===== config.mk =====
export PLATFORM = sky130hd
export DESIGN_NAME = mnist_frame_ctrl
export DESIGN_NICKNAME = d
export VERILOG_FILES = /design/src/rtl/mnist_frame_ctrl.sv
export SDC_FILE = /design/constraint.sdc
export NUM_CORES = 1
export LEC_CHECK = 0
export ABC_CLOCK_PERIOD_IN_PS = 2400
export CORE_MARGIN = 2
export CORE_UTILIZATION = 53
export DETAILED_ROUTE_END_ITERATION = 7
export PLACE_DENSITY = 0.78
export SETUP_SLACK_MARGIN = 0.2
export SLEW_MARGIN = 30
export SYNTH_ARGS = -nofsm -noshare
export SYNTH_HDL_FRONTEND = slang
export SYNTH_SLANG_ARGS = --single-unit

===== constraint.sdc =====
create_clock -name clk -period 2.4 [get_ports clk]
set_input_delay 0.6 -clock clk [delete_from_list [all_inputs] [get_ports clk]]
set_output_delay 0.6 -clock clk [all_outputs]
set_load 0.005 [all_outputs]

===== src/rtl/mnist_frame_ctrl.sv =====
// UART-framed MNIST inference sequencer: loads pixels,
// kicks the accelerator, and reports the digit back.
module mnist_frame_ctrl #(
  parameter int          N_PIXELS     = 784,
  parameter int          ADDR_W       = 10,
  parameter logic [7:0]  SYNC_BYTE    = 8'hA5,
  parameter int          BYTE_TIMEOUT = 200000
) (
  input  logic              clk,
  input  logic              rst,
  input  logic [7:0]        rx_data,
  input  logic              rx_valid,
  output logic              pix_we,
  output logic [ADDR_W-1:0] pix_addr,
  output logic [7:0]        pix_data,
  output logic              start,
  input  logic              done,
  input  logic [3:0]        answer,
  output logic [7:0]        tx_data,
  output logic              tx_valid,
  input  logic              tx_ready,
  output logic [3:0]        ANSWER,
  output logic              number_valid,
  output logic [4:0]        state_led,
  output logic              err
);

  localparam int TMO_W = $clog2(BYTE_TIMEOUT + 1);
  localparam logic [ADDR_W-1:0] LAST =
    ADDR_W'(N_PIXELS - 1);
  localparam logic [TMO_W-1:0] TMO_LAST =
    TMO_W'(BYTE_TIMEOUT - 1);

  typedef enum logic [4:0] {
    IDLE  = 5'b00001,
    LOAD  = 5'b00010,
    START = 5'b00100,
    WAIT  = 5'b01000,
    SEND  = 5'b10000
  } state_t;

  state_t            state;
  logic [ADDR_W-1:0] cnt;
  logic [TMO_W-1:0]  tmo;

  // One-hot encoding doubles as the LED pattern.
  assign state_led = state;

  always_ff @(posedge clk or negedge rst) begin
    if (!rst) begin
      state        <= IDLE;
      cnt          <= '0;
      tmo          <= '0;
      pix_we       <= 1'b0;
      pix_addr     <= '0;
      pix_data     <= '0;
      start        <= 1'b0;
      tx_data      <= '0;
      tx_valid     <= 1'b0;
      ANSWER       <= '0;
      number_valid <= 1'b0;
      err          <= 1'b0;
    end else begin
      pix_we <= 1'b0;
      start  <= 1'b0;
      unique case (state)
        IDLE: begin
          if (rx_valid && rx_data == SYNC_BYTE) begin
            state        <= LOAD;
            cnt          <= '0;
            tmo          <= '0;
            number_valid <= 1'b0;
            err          <= 1'b0;
          end
        end
        LOAD: begin
          if (rx_valid) begin
            pix_we   <= 1'b1;
            pix_addr <= cnt;
            pix_data <= rx_data;
            tmo      <= '0;
            if (cnt == LAST) state <= START;
            else             cnt   <= cnt + 1'b1;
          end else if (tmo == TMO_LAST) begin
            state <= IDLE;
            err   <= 1'b1;
          end else begin
            tmo <= tmo + 1'b1;
          end
        end
        START: begin
          start <= 1'b1;
          state <= WAIT;
        end
        WAIT: begin
          if (done) begin
            ANSWER       <= answer;
            number_valid <= 1'b1;
            tx_valid     <= 1'b1;
            state        <= SEND;
            // Out-of-range digits are reported as 'E'.
            if (answer <= 4'd9) begin
              tx_data <= 8'h30 + {4'h0, answer};
            end else begin
              tx_data <= 8'h45;
              err     <= 1'b1;
            end
          end
        end
        SEND: begin
          if (tx_ready) begin
            tx_valid <= 1'b0;
            state    <= IDLE;
          end
        end
        default: state <= IDLE;
      endcase
    end
  end

endmodule


# [Word-level counts from Yosys, hierarchy flattened]
# Cells that the tools add are included.
[word_totals] regBits=68 in_bits=17 output_inout_bits=40 elab_cells=77
[op_classes] add_sub_neg=3 order_cmp=1 n_eq_ne=19 muxes=29 reduce_logical=13
[op_table] operator="$mux 18" count=3
[op_table] operator="$pmux 18 s2" count=1
[op_table] operator="$mux 10" count=3
[op_table] operator="$mux 5" count=6
[op_table] operator="$pmux 5 s5" count=1
[op_table] operator="$pmux 10 s2" count=1
[op_table] operator="$add 18x1->18 const B" count=1
[op_table] operator="$eq 18x18->1 const B" count=1
[op_table] operator="$ne 2x2->1 const B" count=8
[op_table] operator="$add 10x1->10 const B" count=1
[op_table] operator="$eq 10x10->1 const B" count=1
[op_table] operator="$mux 1" count=10
[op_table] operator="$ne 3x3->1 const B" count=3
[op_table] operator="$reduce_and 3->1" count=3
[op_table] operator="$eq 8x8->1 const B" count=1
[op_table] operator="$add 6x4->7 const A" count=1
[op_table] operator="$mux 7" count=1
[op_table] operator="$reduce_and 6->1" count=1
[op_table] operator="$reduce_bool 2->1" count=3
[op_table] operator="$eq 5x1->1 const B" count=1
[op_table] operator="$eq 5x2->1 const B" count=1
[op_table] operator="$eq 5x3->1 const B" count=1
[op_table] operator="$eq 5x4->1 const B" count=1
[op_table] operator="$eq 5x5->1 const B" count=1
[op_table] operator="other kinds (8)" count=10

# [Depth between registers and ports, before layout]
# Gate-level depths: netlist (run 1).
[depth] depth_word=4 mapped_depth=8 depth_no_buf=6

# [Worst setup path after synthesis (run 1)]
# No wires, ideal clock.
[synth_path] path_kind="input to register" start="input port rx_data[4]" end="register tmo[5]" setup_ps=133 arrival_ps=1824 required_ps=2267 path_slack_ps=442 cell_stages=6 path_buffers=1 path_cell_list="and4bb_2 -> nand4_2 -> clkbuf_1 -> and3_1 -> a311oi_1 -> o31ai_1"
[synth_via] elab_chain_cells=4
[synth_lines] element="from (decl)" line_no="11" text="input logic [7:0] rx_data,"
[synth_lines] element="$eq 8x8->1" line_no="68" text="if (rx_valid && rx_data == SYNC_BYTE) begin"
[synth_lines] element="$logic_and 1x1->1" line_no="68"
[synth_lines] element="$ne 2x2->1 (no line)"
[synth_lines] element="$reduce_and 3->1 (no line)"
[synth_lines] element="to (signal assigned)" line_no="88" text="tmo <= tmo + 1'b1;"
[synth_lines] element="to (decl)" line_no="44" text="logic [TMO_W-1:0] tmo;"
# Every way passes these cells.
# A chain may end at the register's enable or synchronous reset.

# [Worst setup path in the final report (run 1)]
[layout_path] start="input port rx_data[3]" end="register tmo[15]"
# Same word-level chain as after synthesis.

==> results.toml, run 1 <==
[run_status]
run_status = "completed"

[final_layout]
finalCoreUtilization_pct = 73.3
finalNetCount = 443
multiInputGateArea_mm2 = 0.00159
finalInstanceArea_mm2 = 0.00439
flow.area_growth_from_synthesis_pct = 32.0
fillers = 433
seq_area_mm2 = 0.00165
drive_above_1_share_pct = 14.9
antennaDiodeCount = 0

[global_route]
global_route_wire_length_before_repair_mm = 13.0
grtUsageTotal_pct = 23.2
antenna_found_initial = 0
overflow = 0
first_global_vias = 2752
grt_start_max_net_pins = 67

[logic_synthesis]
synth-seq-cells = 66
synth_top_family_by_area = "simple AND/OR/NAND/NOR gates"
synth_cell_type_count = 53
synth.cell_area_mm2 = 0.00333
yosys.area_share.simple_pct = 26.0
synth.mux.area_fraction_pct = 2.26
synth_enable_flop_cells = 0
xor_and_xnor_area_share_after_synthesis_pct = 2.63
avgSynthCellArea_um2 = 9.53
synth_compound_area_share_pct = 15.0
ys_seq_area_share_pct = 49.7
syn-num-nets = 368
synth_async_sr_flop_share_pct = 100
postSynth.topFlopCell = "dfrtp_1"
postSynthCellCount = 349
synth_warnings = 0
synthAdderAreaFrac_pct = 0.752

[clock_network]
cts.sink_count = 66
clock_latency_ns = 0.34
post_cts_buffers = 0
clockRootBuffer = "clkbuf_8"
cts_made_buffers = 9
total_of_hold_buffers_inserted_after_clock_tree_synthesis = 0
htreeDepth = 3
tritoncts_clock_tree = "built"
path_clk_slew_ns = 0.07
post_cts.resized_instances = 0
cts_max_path_buffers = 2

[routing]
routed-via-count = 2850
initialDrtViolationCount = 146
postRouteWirelength_mm = 7.91
wl_per_cell_um = 15.7
post-route-drc-count = 0
routed_via_density = 5.65
postRouteAntennaNets = 0
drt_first_pass_iters = 4

[placement]
io_buffers = 55
dp_hpwl_mm = 5.42
post_dp_cell_area_mm2 = 0.00411
place_ws_ns = -0.0662
globalplace.congestion = 0.873

[floorplan]
fp.dieH_um = 83.2
dieWidth_um = 83.2
row_count = 28
floorplan.io_pins = 57
initial_core_util_pct = 55.5
die_area_mm2 = 0.00692
placeableCoreArea_mm2 = 0.00599

[worst_hold_path]
hold_path.class = "input pin to asynchronous set/reset pin"

[worst_setup_path]
data_arrival_time_of_the_critical_path_ns = 2.40
worst_setup_path_end_kind = "flip-flop"
critical_path.slowest_cell = "clkdlybuf4s50_1"
worst_ep_required_time_ns = 2.65
path_buf_inv = 1
critPathTopFamily = "simple AND/OR/NAND/NOR gates"
timing.critical_path.cells = "clkdlybuf4s50_1 > and4bb_2 > nand3_1 > or2_2 > a2111oi_4 > mux2i_1"
delay_of_the_slowest_cell_on_the_worst_path_ns = 0.43
timing.critical_path.fanout_max = 3
worstSetupStartpointType = "input pin"
worstSetupPathType = "input pin to flip-flop"

[timing]
tns_ns = 0
final_period_minus_worst_setup_slack_ns = 2.15
min_period_over_period_pct = 89.4
total_count_of_max_transition_violations_in_the_final_report = 0
max-slew-margin-rel_pct = 57.8
skew_ns = 0.0118
final_number_of_setup_violating_endpoints = 0
rsz_0062_raised_after_global_routing = "no"
actual_slew_at_the_worst_max_slew_pin_ns = 0.624
hold_violations = 0
final_critical_path_setup_slack_ns = 0.254
fmax_mhz = 466
timing.hold.ws_ns = 0.259

[power_and_ir_drop]
power_density_mw_per_mm2 = 543
irDropWorstVdd_mv = 0.321
p_leak_uw = 0.00201

[run]
timing.max_cap.violations = 0
==> state kept, by name (all words and copies together), names as in the netlist <==
register / flops
start: 1
number_valid: 1
tmo: 18
state_led: 5
cnt: 10
pix_data: 8
tx_data: 6
tx_valid: 1
err: 1
pix_we: 1
pix_addr: 10
ANSWER: 4
==> worst paths after layout <==
| path | from | to | slack [ns] | cells after the start |
|---|---|---|---|---|
| worst max register to register | state_led[4]$_DFFE_PN0P_ | tmo[15]$_DFFE_PN0P_ | 0.32 | 6 |
| worst min-delay path | rst | pix_addr[5]$_DFFE_PN0P_ | 0.26 | 2 |
| min in group clk | pix_addr[5]$_DFFE_PN0P_ | pix_addr[5]$_DFFE_PN0P_ | 0.48 | 2 |
| max in group asynchronous | rst | state_led[0]$_DFFE_PN1P_ | 1.80 | 2 |
| worst max-delay path | rx_data[3] | tmo[15]$_DFFE_PN0P_ | 0.25 | 6 |
| worst min register to register | pix_addr[5]$_DFFE_PN0P_ | pix_addr[5]$_DFFE_PN0P_ | 0.48 | 2 |
==> layout by cell type (no fill, tap or decap), types with 5 or more instances in the layout <==
cell type        count
nand2_1             93
dfrtp_1             65
clkdlybuf4s50_1     53
nor2_1              20
buf_4               20
nand3_1             16
o21ai_0             12
a211oi_1            10
xnor2_1             10
clkbuf_8            10
a21oi_1              9
inv_1                8
or3_1                7
a2111o_1             6
o2111ai_1            5
==> report_power, final <==
group / internal [uW] / total [uW] / switching, uW
Clock: 722 / 1140 / 423
Combinational: 53.3 / 109 / 55.8
Sequential: 1120 / 1130 / 12.0
Total: 1900 / 2390 / 490
==> cell families after synthesis <==
kind of cell | count (synthesis)
AOI/OAI and AO/OA | 65
adders and majority gates | 2
and+or+nand+nor | 175
buffers and inverters | 23
DFF | 66
xor gates and xnor gates | 10
muxes | 7
other | 1
==> per-stage QoR <==
step	power, uW	std cells
after floorplan	1190	349
after global placement	1260	488
after detailed placement	1260	488
after CTS	2400	504
after global routing	2460	504
final	2390	504
==> layer usage <==
layer | global-route usage (%) | wire (um) | vias to the layer above | part of all wire (%)
met2 | 37.7 | 3790 | 66 | 48
li1 | - | - | 1394 | -
met5 | 0 | 0 | - | 0
met1 | 31.3 | 3700 | 1378 | 47
met4 | 7.60 | 106 | 0 | 1.3
met3 | 4.37 | 315 | 12 | 4.0
==> synthesized netlist by cell type, drive strengths merged, types with 3 or more instances <==
master	count	area (um^2)
o21ai	14	73.8
buf	8	58.8
nand3	16	80.1
xnor2	10	87.6
inv	8	30.0
nor2	20	75.1
a2111o	6	67.6
a2111oi	5	75.1
dfrtp	65	1630
nor3	4	31.3
o2111ai	5	43.8
a211oi	10	75.1
nand4	5	37.5
nand2	94	353
o31ai	4	30.0
a21o	3	22.5
or4	3	22.5
mux2	4	45.0
and3	3	18.8
a21oi	10	50.1
mux2i	3	30.0
or3b	3	26.3
or3	8	55.1
clkbuf	7	26.3
==> area by class of cell <==
type                            count  area share [%]
Clock buffer                       12            3.31
Clock inverter                      4            2.25
Inverter                            8           0.684
Multi-Input combinational cell    260            36.2
Sequential cell                    66            37.6
Tap cell                           75            2.14
Timing Repair Buffer               79            17.7
No activity file was read; power rests on OpenSTA's default activity.
==> run 2: changes to the inputs <==
CTS_CLUSTER_DIAMETER = 30   (was unset)
==> results of run 2 <==
No change in the layout: final DEF, timing and power equal those of run 1.
==> run 3: changes to the inputs <==
CORE_ASPECT_RATIO = 0.6   (was unset)
==> results.toml, run 3 (synthesis gave the netlist of run 1 again) <==
[worst_setup_path]
worstSetupPathType = "input pin to flip-flop"
reg2reg_from = "state_led[4]$_DFFE_PN0P_"
r2r_cell_count = 6
crit_start = "rx_data[0]"
setup_slack_on_the_worst_flop_to_flop_path_ns = 0.24
worst_ep_required_time_ns = 2.67
data_arrival_time_of_the_critical_path_ns = 2.46
timing.critical_path.fanout_max = 2
worstReg2RegEnd = "tmo[14]$_DFFE_PN0P_"
worst_setup_path_end_kind = "flip-flop"
worstSetupStartpointType = "input pin"

[global_route]
grt_start_max_net_pins = 67
grt_most_used_layer = "met1"
grtUsageTotal_pct = 26.9
met1_usage_pct = 40.7
global_route.usage.met2_pct = 38.5
global_route_wire_length_before_repair_mm = 14.3
groute.layer.met3.usage_pct = 6.05
antenna_found_initial = 0
first_global_vias = 2854
overflow = 0

[timing]
actual_slew_at_the_worst_max_slew_pin_ns = 0.513
rsz_0062_raised_after_global_routing = "yes"
hold_violations = 0
max-slew-margin-rel_pct = 65.7
tns_ns = 0
min_period_over_period_pct = 91.2
fmax_mhz = 457
final_number_of_setup_violating_endpoints = 0
total_count_of_max_transition_violations_in_the_final_report = 0
final_period_minus_worst_setup_slack_ns = 2.19
skew_ns = 0.00772

[power_and_ir_drop]
relative_contribution_of_the_clock_network_to_total_power_pct = 39.8
irDropWorstVdd_mv = 0.318
sequentialPowerShare_pct = 54.5
combinationalPowerShare_pct = 5.7
p_leak_uw = 0.00202
internal_power_uw = 1600
netSwitchingFraction_pct = 23.1
power_density_mw_per_mm2 = 470
p_switching_uw = 480

[final_layout]
flow.area_growth_from_synthesis_pct = 33.1
finalInstanceArea_mm2 = 0.00443
biggest_registers_after_layout = "tmo x18, cnt x10, pix_addr x10"
largest-register = "tmo"
largest_register_ff_count = 18
final_cell_mix = "nand2_1 (94), dfrtp_1 (64), clkdlybuf4s50_1 (54)"
fillers = 453
drive_above_1_share_pct = 17.6
leading_cell_type_in_the_layout_fill_and_taps_excluded = "nand2_1"
finalNetCount = 452
antennaDiodeCount = 0

[routing]
initialDrtViolationCount = 237
postRouteAntennaNets = 0
post-route-drc-count = 0
wl_per_cell_um = 16.8
routed_via_density = 5.79
routed-via-count = 3017
postRouteWirelength_mm = 8.78
drt_first_pass_iters = 5

[clock_network]
cts_max_path_buffers = 2
path_clk_slew_ns = 0.07
tritoncts_clock_tree = "built"
cts.sink_count = 66
cts_made_buffers = 9
clock_latency_ns = 0.35
htreeDepth = 3
clockRootBuffer = "clkbuf_8"
total_of_hold_buffers_inserted_after_clock_tree_synthesis = 0

[placement]
globalplace.congestion = 0.883
io_buffers = 55
post_dp_cell_area_mm2 = 0.00416
dp_hpwl_mm = 6.03

[floorplan]
initial_core_util_pct = 54.7
dieWidth_um = 106
fp.dieH_um = 65.4
row_count = 22
placeableCoreArea_mm2 = 0.00608
floorplan.io_pins = 57
die_area_mm2 = 0.00695

[run_status]
run_status = "completed"

[run]
timing.max_cap.violations = 0

[worst_hold_path]
hold_path.class = "input pin to asynchronous set/reset pin"
==> run 3: cell count changes in the layout (fill, tap and decap cells not counted), moves of 3 or more <==
cell | previous run | this run
a211oi_1 | 10 | 5
a211oi_2 | 0 | 5
buf_4 | 20 | 29
bufinv_16 | 3 | 0
clkinv_2 | 0 | 3
==> run 3: cell type report <==
class                      count  area, um^2  share of cell area [%]
timing repair buffer          88         843                    19.1
sequential                    66        1650                    37.4
clock inverter                 3        15.0                   0.339
multi-input combinational    260        1620                    36.7
inverter                       8        30.0                   0.678
clock buffer                  12         155                    3.50
tap                           84         105                    2.37
==> run 3: worst max-delay path by stage <==
stage / depth (start not counted) / to / slack (ns)
after global placement: 7 / tmo[15]$_DFFE_PN0P_ / -0.06
final: 7 / tmo[15]$_DFFE_PN0P_ / 0.21
after detailed placement: 7 / tmo[15]$_DFFE_PN0P_ / -0.15
after global routing: 7 / tmo[5]$_DFFE_PN0P_ / 0.15
after floorplan: 6 / tmo[5]$_DFFE_PN0P_ / 0.44
after CTS: 7 / tmo[15]$_DFFE_PN0P_ / 0.22
==> run 3: power groups by stage <==
stage | clock (uW) | sequential (uW) | combinational, uW
after floorplan | 0 | 1150 | 37.3
after global placement | 0 | 1150 | 115
after detailed placement | 0 | 1150 | 118
after CTS | 844 | 1130 | 120
after global routing | 897 | 1130 | 132
final | 828 | 1130 | 119
==> run 3: stage by stage <==
| step | util [%] | total power [uW] | hold WS (ns) | worst slack, ns | cells |
|---|---|---|---|---|---|
| after floorplan | - | 1190 | 0.304 | 0.442 | 349 |
| after global placement | 68.4 | 1270 | 0.457 | -0.0588 | 502 |
| after detailed placement | 68.4 | 1270 | 0.460 | -0.151 | 502 |
| after CTS | 71.2 | 2100 | 0.261 | 0.217 | 517 |
| after global routing | 72.8 | 2160 | 0.285 | 0.147 | 521 |
| final | 72.8 | 2080 | 0.254 | 0.210 | 521 |
==> run 3: layer usage <==
layer  vias up  part of all wire (%)
met2       135                    43
met4         0                   1.4
met5         -                     0
met3        15                   8.7
li1       1406                     -
met1      1461                    47
==> run 3: what timing repair did <==
action / in CTS / in global routing
setup buffers: 0 / 4
endpoints found under the setup margin: 0 / 11
gates resized for setup: 0 / 10
==> run 3: critical path: stages <==
cell and delay (ns):
clkdlybuf4s50_1 0.50, and4bb_2 0.29, buf_4 0.13, nand3_1 0.09, or2_2 0.33, a2111oi_4 0.31, mux2i_1 0.22
